===== src/rtl/seq_detect_pkg.sv =====
// -----------------------------------------------------------------------------
// seq_detect_pkg
// Shared definitions for the programmable serial pattern-detect controller:
// FSM state encoding, power-on configuration defaults, and a helper that
// decides whether a stored pattern length can be armed.
// -----------------------------------------------------------------------------
package seq_detect_pkg;

  typedef enum logic [1:0] {
    IDLE  = 2'd0,
    ARMED = 2'd1,
    DONE  = 2'd2
  } state_e;

  localparam logic [3:0] DEFAULT_PATTERN = 4'b1101;
  localparam int         DEFAULT_LEN     = 4;
  localparam logic       DEFAULT_OVERLAP = 1'b1;

  // A pattern can be armed only if it has at least one bit and fits the
  // history register.
  function automatic logic len_legal(input int len, input int max_len);
    return (len >= 1) && (len <= max_len);
  endfunction

endpackage


===== src/rtl/seq_shift_match.sv =====
// -----------------------------------------------------------------------------
// seq_shift_match
// History shift register, fill counter and length-masked pattern compare.
// hit is combinational and reflects the state the registers are about to
// take, so the caller can register it and get a match pulse one cycle after
// the completing bit.
//
// Ports
//   clk       in   1      clock, posedge
//   rst       in   1      synchronous active-high reset
//   shift_en  in   1      accept bit_in this cycle
//   clr       in   1      forget history and fill (start/stop)
//   overlap   in   1      1 = keep fill after a hit, 0 = restart after a hit
//   bit_in    in   1      serial bit, shifted in at bit 0
//   len       in   LEN_W  active pattern length (1..PAT_W)
//   pattern   in   PAT_W  pattern, bit [len-1] oldest, bit [0] newest
//   hit       out  1      history-to-be matches the pattern
// -----------------------------------------------------------------------------
module seq_shift_match
  import seq_detect_pkg::*;
#(
  parameter int PAT_W = 4,
  parameter int LEN_W = 3
) (
  input  logic             clk,
  input  logic             rst,
  input  logic             shift_en,
  input  logic             clr,
  input  logic             overlap,
  input  logic             bit_in,
  input  logic [LEN_W-1:0] len,
  input  logic [PAT_W-1:0] pattern,
  output logic             hit
);

  localparam logic [LEN_W-1:0] FILL_MAX = LEN_W'(PAT_W);

  logic [PAT_W-1:0] r_hist;
  logic [LEN_W-1:0] r_fill;
  logic [PAT_W-1:0] w_hist_next;
  logic [LEN_W-1:0] w_fill_next;
  logic [PAT_W-1:0] w_mask;

  always_comb begin
    // NOTE: every combinational output gets a default first so no path
    // leaves it unassigned and infers a latch.
    w_hist_next = {r_hist[PAT_W-2:0], bit_in};
    w_fill_next = (r_fill == FILL_MAX) ? r_fill : r_fill + LEN_W'(1);
    w_mask      = '0;
    for (int i = 0; i < PAT_W; i++) begin
      w_mask[i] = (LEN_W'(i) < len);
    end
    // Only compare once at least len bits have been seen since the last clear.
    hit = shift_en && (w_fill_next >= len) &&
          ((w_hist_next & w_mask) == (pattern & w_mask));
  end

  // NOTE: state registers use non-blocking assignments so every flop samples
  // the pre-edge values regardless of statement order.
  always_ff @(posedge clk) begin
    if (rst || clr) begin
      r_hist <= '0;
      r_fill <= '0;
    end else if (shift_en) begin
      r_hist <= w_hist_next;
      // Without overlap the bits of a match may not start the next one;
      // clearing fill is enough, the stale history is masked out by fill.
      r_fill <= (hit && !overlap) ? '0 : w_fill_next;
    end
  end

endmodule


===== src/rtl/seq_detect_ctrl.sv =====
// -----------------------------------------------------------------------------
// seq_detect_ctrl
// Programmable serial pattern-detect controller. Holds a runtime-loaded
// pattern, arms/disarms detection on a qualified bit stream, counts matches
// and stops when a target count is reached.
//
// Ports
//   clk          in   1      clock, posedge
//   rst          in   1      synchronous active-high reset
//   cfg_we       in   1      load configuration (ignored while ARMED)
//   cfg_pattern  in   PAT_W  pattern, bit [len-1] received first
//   cfg_len      in   LEN_W  pattern length, legal 1..PAT_W
//   cfg_overlap  in   1      1 = overlapping matches allowed
//   cfg_target   in   CNT_W  match count ending the run, 0 = free-run
//   start        in   1      arm detection (pulse)
//   stop         in   1      disarm detection (pulse), wins over start
//   bit_valid    in   1      qualifier for bit_in
//   bit_in       in   1      serial data bit
//   match        out  1      1-cycle pulse per detected match
//   match_count  out  CNT_W  matches this run, saturating
//   busy         out  1      detection armed
//   done         out  1      target reached
//   cfg_err      out  1      1-cycle pulse: config write or start rejected
// -----------------------------------------------------------------------------
module seq_detect_ctrl
  import seq_detect_pkg::*;
#(
  parameter int PAT_W = 4,
  parameter int LEN_W = 3,
  parameter int CNT_W = 8
) (
  input  logic             clk,
  input  logic             rst,
  input  logic             cfg_we,
  input  logic [PAT_W-1:0] cfg_pattern,
  input  logic [LEN_W-1:0] cfg_len,
  input  logic             cfg_overlap,
  input  logic [CNT_W-1:0] cfg_target,
  input  logic             start,
  input  logic             stop,
  input  logic             bit_valid,
  input  logic             bit_in,
  output logic             match,
  output logic [CNT_W-1:0] match_count,
  output logic             busy,
  output logic             done,
  output logic             cfg_err
);

  localparam logic [PAT_W-1:0] RST_PATTERN = PAT_W'(DEFAULT_PATTERN);
  localparam logic [LEN_W-1:0] RST_LEN =
    LEN_W'((PAT_W < DEFAULT_LEN) ? PAT_W : DEFAULT_LEN);

  state_e           r_state;
  logic [PAT_W-1:0] r_pattern;
  logic [LEN_W-1:0] r_len;
  logic             r_overlap;
  logic [CNT_W-1:0] r_target;
  logic [CNT_W-1:0] r_count;
  logic             r_match;
  logic             r_cfg_err;

  logic             w_armed;
  logic             w_cfg_ok;
  logic [LEN_W-1:0] w_eff_len;
  logic             w_start_req;
  logic             w_start_ok;
  logic             w_shift_en;
  logic             w_clr;
  logic             w_hit;
  logic [CNT_W-1:0] w_count_next;
  logic             w_hit_target;
  logic             w_cfg_err;

  always_comb begin
    w_armed     = (r_state == ARMED);
    w_cfg_ok    = cfg_we && !w_armed;
    // A start issued together with a config write is judged on the new length.
    w_eff_len   = w_cfg_ok ? cfg_len : r_len;
    w_start_req = start && !stop && !w_armed;
    w_start_ok  = w_start_req && len_legal(int'(w_eff_len), PAT_W);
    w_shift_en  = w_armed && bit_valid && !stop;
    w_clr       = stop || w_start_ok;
    w_cfg_err   = (cfg_we && w_armed) ||
                  (w_start_req && !len_legal(int'(w_eff_len), PAT_W));
    w_count_next = (r_count == '1) ? r_count : r_count + CNT_W'(1);
    w_hit_target = (r_target != '0) && (w_count_next == r_target);
  end

  seq_shift_match #(
    .PAT_W (PAT_W),
    .LEN_W (LEN_W)
  ) u_shift_match (
    .clk      (clk),
    .rst      (rst),
    .shift_en (w_shift_en),
    .clr      (w_clr),
    .overlap  (r_overlap),
    .bit_in   (bit_in),
    .len      (r_len),
    .pattern  (r_pattern),
    .hit      (w_hit)
  );

  always_ff @(posedge clk) begin
    if (rst) begin
      r_state   <= IDLE;
      r_pattern <= RST_PATTERN;
      r_len     <= RST_LEN;
      r_overlap <= DEFAULT_OVERLAP;
      r_target  <= '0;
      r_count   <= '0;
      r_match   <= 1'b0;
      r_cfg_err <= 1'b0;
    end else begin
      r_match   <= w_hit;
      r_cfg_err <= w_cfg_err;

      if (w_cfg_ok) begin
        r_pattern <= cfg_pattern;
        r_len     <= cfg_len;
        r_overlap <= cfg_overlap;
        r_target  <= cfg_target;
      end

      // stop leaves the count alone so the host can read the last run.
      if (w_start_ok) begin
        r_count <= '0;
      end else if (w_hit) begin
        r_count <= w_count_next;
      end

      case (r_state)
        IDLE:    if (w_start_ok) r_state <= ARMED;
        ARMED: begin
          if (stop)                       r_state <= IDLE;
          else if (w_hit && w_hit_target) r_state <= DONE;
        end
        DONE: begin
          if (stop)            r_state <= IDLE;
          else if (w_start_ok) r_state <= ARMED;
        end
        default: r_state <= IDLE;
      endcase
    end
  end

  assign match       = r_match;
  assign match_count = r_count;
  assign busy        = (r_state == ARMED);
  assign done        = (r_state == DONE);
  assign cfg_err     = r_cfg_err;

endmodule


===== config.mk =====
export PLATFORM = sky130hd
export DESIGN_NAME = seq_detect_ctrl
export DESIGN_NICKNAME = d
export VERILOG_FILES = /design/src/rtl/seq_detect_pkg.sv /design/src/rtl/seq_shift_match.sv /design/src/rtl/seq_detect_ctrl.sv
export SDC_FILE = /design/constraint.sdc
export NUM_CORES = 1
export LEC_CHECK = 0
export CORE_UTILIZATION = 40
export CTS_CLUSTER_DIAMETER = 60
export CTS_CLUSTER_SIZE = 16
export DETAILED_ROUTE_END_ITERATION = 8
export HOLD_SLACK_MARGIN = 0.1
export SLEW_MARGIN = 20
export SYNTH_ARGS = -nofsm -noshare
export SYNTH_HDL_FRONTEND = slang
export SYNTH_HIERARCHICAL = 1
export SYNTH_SLANG_ARGS = --single-unit

===== constraint.sdc =====
create_clock -name clk -period 3.94 [get_ports clk]
set_input_delay 0.788 -clock clk [delete_from_list [all_inputs] [get_ports clk]]
set_output_delay 0.788 -clock clk [all_outputs]
set_load 0.03 [all_outputs]

==> results.md <==
* Finish-stage setup viols at 0
* F_max at 0.3107 GHz
* Placer Congestion at 0.8871
* DRT Pass-1 Iters at 4
* Ys Warns at 6
* Number of flops mapped to enable cells by yosys at 0
* CP cell instances: inv_1 -> ha_1 -> nand2_1 -> xnor2_1 -> inv_1 -> ha_1 -> nand2b_1 -> a21o_1 -> a21oi_4 -> nor3b_1 -> buf_4 -> inv_1 -> a221o_1 -> a221o_1 -> a2111oi_4 -> o311ai_1 -> o22a_1
* # fillers at 502
* Port Buffer Count at 34
* CTS Root Cell: clkbuf_8
* Crit-path max cell delay at 0.35 ns
* Clock Latency Late Sink at 0.28 ns
* Arrival time at the worst endpoint at 3.40 ns
* Hold buffers post-CTS at 0
* Drt drc at 0
* Leading area contributor after synthesis: dfxtp_1
* Die extent in y at 73.30 µm
* Vias in the first global route at 1627
* Final worst path period need at 3.219 ns
* Largest net degree at the start of global routing at 24
* Final hold viol count at 0
* Multi-input logic area at 1237 µm²
* Finished Cell Area at 2486 µm²
* Synth async-reset ratio at 0
* IO Pins at 35
* Slowest stage cell on the critical path: dfxtp_1
* Sum Neg Setup Slack at 0 ns
* Routed len/inst at 12.91 µm
* CP Max Fanout at 8
* Post-synth top area share at 0.3348
* Hold Path Class: flop to flop
* Antenna cells at 0
* Tcrit/Tclk final at 0.8170
* Post-Synthesis Cells at 259
* Status: completed
* CTS sink cnt at 34
* Buffers & Inverters on Critical Path at 4
* Crit path kind: flop to flop
* Max-cap viol count at 0
* Most used DFF post-synth: dfxtp_1
* Site Rows at 25
* Max_slew headroom at 0.5990
* Post-CTS Resized at 0
* Detail Placement HPWL at 3.356 mm
* Layout cell share with drive strength beyond 1 at 0.06574
* Syn Area/Cell at 7.850 µm²
* Die area at 5372 µm²
* Initial drt markers at 115
* DP Area at 2406 µm²
* Netlist cell types at 50
* Initial antenna violation count at 0
* Via/cell ratio at 5.202
* RSZ-0062 raised after global routing: false
* Final Max Tran Viols at 0
* Final Routed Wirelength at 4.596 mm
* Peak supply drop at 0.0001609 V
* Area Overhead vs Synth at 22.28%
* Global-route wire length before repair at 7.583 mm
* Clk slew on worst S/H paths at 0.07 ns
* Clk_skew at 0.005867 ns
* Register area at 680.7 µm²
* Critical Path RT at 4.12 ns
* Remaining Overflow, GRT at 0
* Slew of the pin with the lowest slew margin at 0.6000 ns
* Mapped Nets at 288
* Most used cell, CP: inv_1
* Core ar. at 4817 µm²
* Post-Syn Area at 2033 µm²
* Post-DRT Antenna Nets at 0
* Kind of cell adding the most delay to the critical path: compound AO/OA/AOI/OAI gates
* Seq/Total Area, Yosys at 0.3348
* FF+latch count, synth at 34
* Crit. End Element: flop
* GRT Util Overall at 0.1827
* Final net count at 318
* CP Launch Type: flop
* Total CTS buffers at 5
* Power per Cell Area at 285.7 nW/µm²
* Max Root-Sink Buffers at 2
* H-Tree Level Count at 2
* Leak at 0.9002 nW
* Post-CTS Setup Inserts at 0
* Vias at 1852
* CTS tree: yes
* Die X at 73.30 µm
* Starting Density at 0.4221
* Largest cells by area after synthesis: dfxtp_1 (33%), nand2_1 (8.7%), a21oi_1 (5.2%)
* Pwr Total at 0.7102 mW
-- cell usage in the layout, fill, tap and decap left out, types with 3 or more instances in the layout --
cell / Yosys / final
nand2_1: 47 / 47
dfxtp_1: 34 / 34
clkdlybuf4s50_1: 0 / 34
a21oi_1: 21 / 21
nor2_1: 19 / 19
inv_1: 11 / 11
o21ai_0: 11 / 11
xor2_1: 10 / 10
nand2b_1: 9 / 9
nand3b_1: 7 / 7
nor3_1: 6 / 6
nand3_1: 6 / 6
ha_1: 6 / 6
clkbuf_8: 0 / 5
and3_1: 4 / 4
xnor2_1: 4 / 4
nand4_1: 4 / 4
mux2i_1: 4 / 4
o311ai_1: 4 / 4
nor2b_1: 3 / 3
nor4_1: 3 / 3
buf_4: 0 / 3
-- final cells by class --
| class | count | area share |
|---|---|---|
| inverters | 11 | 0.01661 |
| clock buffers | 6 | 0.02919 |
| well taps | 67 | 0.03372 |
| clock inverters | 1 | 0.003020 |
| multi-input cells | 200 | 0.4977 |
| repair buffers | 37 | 0.1459 |
| flip-flops and latches | 34 | 0.2738 |
-- stage by stage --
step / setup WS [ns] / std cells / utilization / hold WS (ns)
detailed placement: 0.5584 / 349 / 0.4995 / 0.4648
finish: 0.7212 / 356 / 0.5161 / 0.4716
global placement: 0.6247 / 349 / 0.4995 / 0.4606
global route: 0.4392 / 356 / 0.5161 / 0.4888
CTS: 0.7094 / 356 / 0.5161 / 0.4748
floorplan: 0.9767 / 259 / - / 0.4478
-- where the power goes --
part           switching [mW]  internal, mW  leakage (nW)
clock                   0.123         0.121        0.0373
combinational          0.0469        0.0483         0.586
sequential             0.0155         0.356         0.277
total                   0.185         0.525         0.900
-- cells by family after synthesis --
| family | synth area share |
|---|---|
| simple gates | 0.2935 |
| compound gates | 0.1908 |
| flops | 0.3348 |
| buf+inv | 0.05662 |
| xor+xnor | 0.06030 |
| fa+ha+maj | 0.03692 |
| mux | 0.02708 |
-- path summary, 6_finish.rpt --
kind,slack [ns],endpoint,cells past startpoint,startpoint
min,0.47,r_pattern[1],2,r_pattern[1]
max,0.72,r_state[0],17,u_shift_match/r_fill[0]
min reg2reg,0.47,r_pattern[1],2,r_pattern[1]
max reg2reg,0.72,r_state[0],17,u_shift_match/r_fill[0]
-- worst register-to-register path, stage by stage (launching register included) --
cell and delay (ns):
dfxtp_1 0.35, inv_1 0.08, ha_1 0.21, nand2_1 0.09
xnor2_1 0.14, inv_1 0.06, ha_1 0.27, nand2b_1 0.10
a21o_1 0.15, a21oi_4 0.07, nor3b_1 0.23, buf_4 0.20
inv_1 0.06, a221o_1 0.25, a221o_1 0.29, a2111oi_4 0.22
o311ai_1 0.15, o22a_1 0.19
-- cells in the mapped netlist (2+ instances only) --
library cell  number
o311ai_1           4
a21oi_1           21
xor2_1            10
nor4_1             3
a221o_1            2
o21ai_0           11
clkbuf_1           7
buf_6              2
dfxtp_1           34
and2_1             2
nand3b_1           7
inv_1             11
buf_2              5
nor2_1            19
nor3_1             6
ha_1               6
a211oi_1           2
nor2b_1            3
mux2i_1            4
nand2_1           47
and3_2             2
nand3_1            6
and3_1             4
nand2b_1           9
xnor2_1            4
nand4_1            4
-- registers in the layout, indices dropped and copies added, names as in the netlist --
signal,flops
cfg_err,1
match,1
match_count,8
r_len,3
r_overlap,1
r_pattern,4
r_state,2
r_target,8
u_shift_match/r_fill,3
u_shift_match/r_hist,3
-- layer usage --
metal  GRT usage  part of all wire
met2      0.2654              0.42
met1      0.2636              0.52
met3     0.04252             0.050
met5           0                 0
met4     0.06410             0.010
No activity file was read; power rests on OpenSTA's default activity.
